`src/rtl/mult_pkg.sv`:
```
// Shared types and helpers for the radix-4 Booth multiplier: recode ops,
// FSM states and the derived iteration count.
package mult_pkg;

    typedef enum logic [2:0] {
        ZERO,
        PA,
        P2A,
        NA,
        N2A
    } booth_op_e;

    typedef enum logic {
        IDLE,
        RUN
    } state_e;

    // Operands are widened by two bits, so WIDTH/2+1 radix-4 digits cover them.
    function automatic int booth_steps(input int width);
        return width / 2 + 1;
    endfunction

endpackage

```
`src/rtl/booth_pp_sel.sv`:
```
// Radix-4 Booth recoder: maps a 3-bit multiplier window onto a signed
// partial product of 0, +/-A or +/-2A.
module booth_pp_sel
    import mult_pkg::*;
#(
    parameter int WIDTH = 8
) (
    input  logic [2:0]              win,
    input  logic [WIDTH+1:0]        mcand,
    output logic signed [WIDTH+2:0] pp
);

    booth_op_e              op;
    logic signed [WIDTH+2:0] a1;
    logic signed [WIDTH+2:0] a2;

    assign a1 = {mcand[WIDTH+1], mcand};
    assign a2 = {mcand, 1'b0};

    always_comb begin
        op = ZERO;
        case (win)
            3'b001, 3'b010: op = PA;
            3'b011:         op = P2A;
            3'b100:         op = N2A;
            3'b101, 3'b110: op = NA;
            default:        op = ZERO;
        endcase
    end

    // The multiplicand is only ever a widened WIDTH-bit value, so 2A and its
    // negation never overflow WIDTH+3 bits.
    always_comb begin
        pp = '0;
        case (op)
            PA:      pp = a1;
            P2A:     pp = a2;
            NA:      pp = -a1;
            N2A:     pp = -a2;
            default: pp = '0;
        endcase
    end

endmodule

```
`src/rtl/mult_booth_param.sv`:
```
// Sequential radix-4 Booth multiplier: one recoded digit per clock, signed or
// unsigned operands, result held in y with a one-cycle done pulse.
module mult_booth_param
    import mult_pkg::*;
#(
    parameter int WIDTH = 8,
    parameter int STEPS = WIDTH / 2 + 1
) (
    input  logic                 clk,
    input  logic                 reset,
    input  logic                 init,
    input  logic [WIDTH-1:0]     a,
    input  logic [WIDTH-1:0]     b,
    input  logic                 is_signed,
    output logic [2*WIDTH-1:0]   y,
    output logic                 busy,
    output logic                 done
);

    localparam int EW = WIDTH + 2;         // extended operand width
    localparam int HW = WIDTH + 4;         // upper accumulator, with headroom for the add
    localparam int AW = HW + EW + 1;       // {upper, multiplier, b[-1]}
    localparam int CW = $clog2(STEPS + 1);

    if (WIDTH < 4 || (WIDTH % 2) != 0) begin : g_bad_width
        $error("mult_booth_param: WIDTH must be even and >= 4");
    end
    if (STEPS != booth_steps(WIDTH)) begin : g_bad_steps
        $error("mult_booth_param: STEPS is derived from WIDTH and must not be overridden");
    end

    state_e                state_q, state_d;
    logic [CW-1:0]         cnt_q, cnt_d;
    logic [EW-1:0]         mcand_q, mcand_d;
    logic [AW-1:0]         acc_q, acc_d;
    logic [2*WIDTH-1:0]    y_q, y_d;
    logic                  busy_q, busy_d;
    logic                  done_q, done_d;

    logic signed [WIDTH+2:0] pp;
    logic signed [HW-1:0]    hi_sum;
    logic signed [AW-1:0]    step_acc;
    logic [EW-1:0]           a_ext;
    logic [EW-1:0]           b_ext;

    booth_pp_sel #(
        .WIDTH (WIDTH)
    ) u_pp_sel (
        .win   (acc_q[2:0]),
        .mcand (mcand_q),
        .pp    (pp)
    );

    assign a_ext = {{2{is_signed & a[WIDTH-1]}}, a};
    assign b_ext = {{2{is_signed & b[WIDTH-1]}}, b};

    // The multiplier rides in the low half of the accumulator and is consumed
    // two bits per step as the product shifts in above it.
    assign hi_sum   = $signed(acc_q[AW-1:EW+1]) + $signed({pp[WIDTH+2], pp});
    assign step_acc = $signed({hi_sum, acc_q[EW:0]}) >>> 2;

    always_comb begin
        state_d = state_q;
        cnt_d   = cnt_q;
        mcand_d = mcand_q;
        acc_d   = acc_q;
        y_d     = y_q;
        busy_d  = busy_q;
        done_d  = 1'b0;
        case (state_q)
            IDLE: begin
                busy_d = 1'b0;
                if (init) begin
                    state_d = RUN;
                    mcand_d = a_ext;
                    acc_d   = {{HW{1'b0}}, b_ext, 1'b0};
                    cnt_d   = CW'(STEPS);
                    busy_d  = 1'b1;
                end
            end
            RUN: begin
                acc_d  = step_acc;
                cnt_d  = cnt_q - CW'(1);
                busy_d = 1'b1;
                if (cnt_q == CW'(1)) begin
                    state_d = IDLE;
                    busy_d  = 1'b0;
                    done_d  = 1'b1;
                    y_d     = step_acc[2*WIDTH:1];
                end
            end
            default: begin
                state_d = IDLE;
                busy_d  = 1'b0;
            end
        endcase
    end

    always_ff @(posedge clk) begin
        if (reset) begin
            state_q <= IDLE;
            cnt_q   <= '0;
            mcand_q <= '0;
            acc_q   <= '0;
            y_q     <= '0;
            busy_q  <= 1'b0;
            done_q  <= 1'b0;
        end else begin
            state_q <= state_d;
            cnt_q   <= cnt_d;
            mcand_q <= mcand_d;
            acc_q   <= acc_d;
            y_q     <= y_d;
            busy_q  <= busy_d;
            done_q  <= done_d;
        end
    end

    assign y    = y_q;
    assign busy = busy_q;
    assign done = done_q;

endmodule

```
`config.mk`:
```
export PLATFORM = sky130hd
export DESIGN_NAME = mult_booth_param
export DESIGN_NICKNAME = d
export VERILOG_FILES = /design/src/rtl/mult_pkg.sv /design/src/rtl/booth_pp_sel.sv /design/src/rtl/mult_booth_param.sv
export SDC_FILE = /design/constraint.sdc
export NUM_CORES = 1
export LEC_CHECK = 0
export ABC_AREA = 0
export BUFFER_PORTS_ARGS = -buffer_cell sky130_fd_sc_hd__buf_2
export CORE_MARGIN = 1
export CORE_UTILIZATION = 55
export CTS_CLUSTER_SIZE = 25
export DETAILED_ROUTE_END_ITERATION = 8
export PLACE_DENSITY = 0.76
export SLEW_MARGIN = 30
export SYNTH_ARGS = -nofsm -noshare
export SYNTH_HDL_FRONTEND = slang
export SYNTH_HIERARCHICAL = 1
export SYNTH_SLANG_ARGS = --single-unit
```
`constraint.sdc`:
```
create_clock -name clk -period 8.1 [get_ports clk]
set_input_delay 0.405 -clock clk [delete_from_list [all_inputs] [get_ports clk]]
set_output_delay 0.405 -clock clk [all_outputs]
set_load 0.03 [all_outputs]
```
==> out/qor.yml <==
timing:
  hold_viol: 0
  postLayoutSetupSlackWorst_ps: 4710
  drv_slew: 0
  tightest_slew_ps: 734
  fin_crit_ps: 3390
  finalCritPeriodShare: 0.419
  skew_ps: 3.57
  fin_hold_ws_ps: 331
  max_slew_margin: 0.510
  fmax_ghz: 0.295
  fin_tns_setup_ps: 0
  rsz0062_at_grt: "no"
  setup_viol: 0
routing:
  ant_nets: 0
  drc: 0
  routedWlPerCell_um: 15.2
  viasPerCell: 5.98
  drt-initial-drc-count: 204
  firstDrtPassIters: 5
  vias: 2665
  drt_wl_total_mm: 6.78
finish:
  drive_above_1_share: 0.165
  nFillCells: 457
  final_common_cell: "dfxtp_1"
  area_growth_syn_to_layout_pct: 9.58
  final_nets: 410
  ff_latch_area_mm2: 0.00102
  final_cell_mix: "dfxtp_1 (51), buf_2 (37), a21oi_1 (34), nand2_1 (33), nor2_1 (32)"
  diodes: 0
  fin_area_mm2: 0.00326
  multiInputGateArea_mm2: 0.00181
  postLayoutCoreUtil: 0.631
global_route:
  grt_util_all_layers: 0.256
  overflow: 0
  met3_usage: 0.0463
  grtUsageMet1: 0.352
  grt_pass1_vias: 2335
  gr-usage-met2: 0.406
  antenna_found_initial: 0
  top_usage_layer: "met2"
  grt_start_max_net_pins: 43
  grt_pass1_wl_mm: 11.0
floorplanning:
  core_area_mm2: 0.00517
  num_rows: 26
  die_w_um: 75.6
  die_area_mm2: 0.00571
  fp.dieH_um: 75.6
  io_pins: 38
  initial_core_util: 0.576
critical_path:
  crit_path_end_kind: "flop"
  crit_path_start_kind: "flop"
  cp_slowest_cell: "or3b_2"
  r2r-start: "mcand_q[0]"
  path_common_cell: "ha_1"
  slowest_delay_ps: 480
  crit_start: "mcand_q[0]"
  crit_type: "flop to flop"
  cp.required_ps: 8340
  worstPathCellList: "inv_1 > ha_1 > or3b_2 > a211o_1 > a221oi_1 > a21oi_1 > ha_1 > a21o_1 > a31o_1 > or2_4 > mux2_4 > a21oi_2"
  critPathMaxFanout: 5
  worstPathArrival_ps: 3640
placed_design:
  dpl.hpwl_mm: 4.92
  placed_area_mm2: 0.00317
  place.port_buffers: 37
  pre_cts_slack_ps: 4770
  finalWeightedCongestion: 0.942
yosys:
  synth_top_area_share: 0.343
  synth_edf_count: 0
  synth-main-ff-cell: "dfxtp_1"
  synth_cells: 350
  synth_top_cell_by_area: "dfxtp_1"
  synthDistinctLibCells: 65
  async_flop_share: 0
  ys_seq_elements: 51
  avgSynthCellArea_um2: 8.51
  synth-seq-area-share: 0.343
  syn_area_mm2: 0.00298
  ys_warn_count: 6
  synth.net_count: 385
  synthTopCellsByArea: "dfxtp_1 (34%), ha_1 (5.9%), a21oi_1 (5.7%)"
clocking:
  htreeDepth: 2
  cts_setup_buffers: 0
  cts_buffers: 5
  cts_tree: "done"
  path_clk_slew_ps: 90
  worstSkewPairLatency_ps: 300
  clockBufferDepth: 2
  root_buffer: "clkbuf_8"
  holdBufCountCts: 0
  cts.sinks: 51
  ctsResizeCount: 0
min_path:
  hold_class: "input pin to flop"
  hp-start: "a[3]"
power:
  power.leakage_nw: 1.40
  power.density_mw_per_mm2: 166
  ir_worst_vdd_mv: 0.120
run:
  maxCapViolCount: 0
outcome:
  status: "complete, no violations"
[synth_stat cells, drive strengths merged (4+ instances only)]
library cell and number:
a21oi 35, nor3 10, nand3 8, buf 9, nor2 33, a21o 6
clkbuf 12, nor3b 7, a32o 4, dfxtp 51, a221oi 4, ha 14
nor2b 4, mux2i 12, a22o 15, xnor2 13, inv 11, a31oi 5
o21ai 8, xor2 4, nand2 33
[metal layers]
layer  part of all wire  vias up
li1                   -     1323
met1               0.47     1245
met2               0.47       84
met3              0.045       13
met4              0.018        0
met5                  0        -
[final cells by class]
type,instances,area share
Clock buffer,6,0.0253
Inverter,12,0.0138
Clock inverter,2,0.00422
Tap cell,70,0.0268
Sequential cell,51,0.313
Timing Repair Buffer,39,0.0613
Multi-Input combinational cell,266,0.556
[final timing paths]
| kind | end | slack, ps | cells past startpoint |
|---|---|---|---|
| max | acc_q[16] | 4710 | 12 |
| min | mcand_q[3] | 330 | 3 |
| max reg2reg | acc_q[16] | 4710 | 12 |
| min reg2reg | y[15] | 460 | 2 |
[worst max-delay path: cells and delay by family, from the launching register on]
kind                       cells  cell delay (ps)
and+or+nand+nor                2              740
AOI/OAI and AO/OA              6             1230
buffers and inverters          1               90
DFF                            1              350
adders and majority gates      2              610
muxes                          1              300
[flip-flops by register name (all words and copies together) (netlist names)]
| register | count |
|---|---|
| busy | 1 |
| y | 16 |
| done | 1 |
| acc_q | 21 |
| cnt_q | 3 |
| mcand_q | 9 |
[through the flow]
step / power [mW] / std cells
floorplan: 0.366 / 350
global placement: 0.389 / 438
detailed placement: 0.392 / 438
CTS: 0.549 / 446
global route: 0.575 / 446
finish: 0.543 / 446
[power by group]
group / internal (mW) / switching [mW]
registers: 0.261 / 0.0145
logic: 0.0447 / 0.0669
clock network: 0.0700 / 0.0860
[logic make-up (layout without fill, tap and decap cells)]
| kind of cell | Yosys count | in the layout | synth area share |
|---|---|---|---|
| simple gates | 115 | 115 | 0.194 |
| compound gates | 105 | 105 | 0.251 |
| flops | 51 | 51 | 0.343 |
| buf+inv | 33 | 59 | 0.0483 |
| xor+xnor | 17 | 17 | 0.0500 |
| fa+ha+maj | 15 | 15 | 0.0655 |
| mux | 14 | 14 | 0.0491 |
Power figures use the tool's default switching activity.
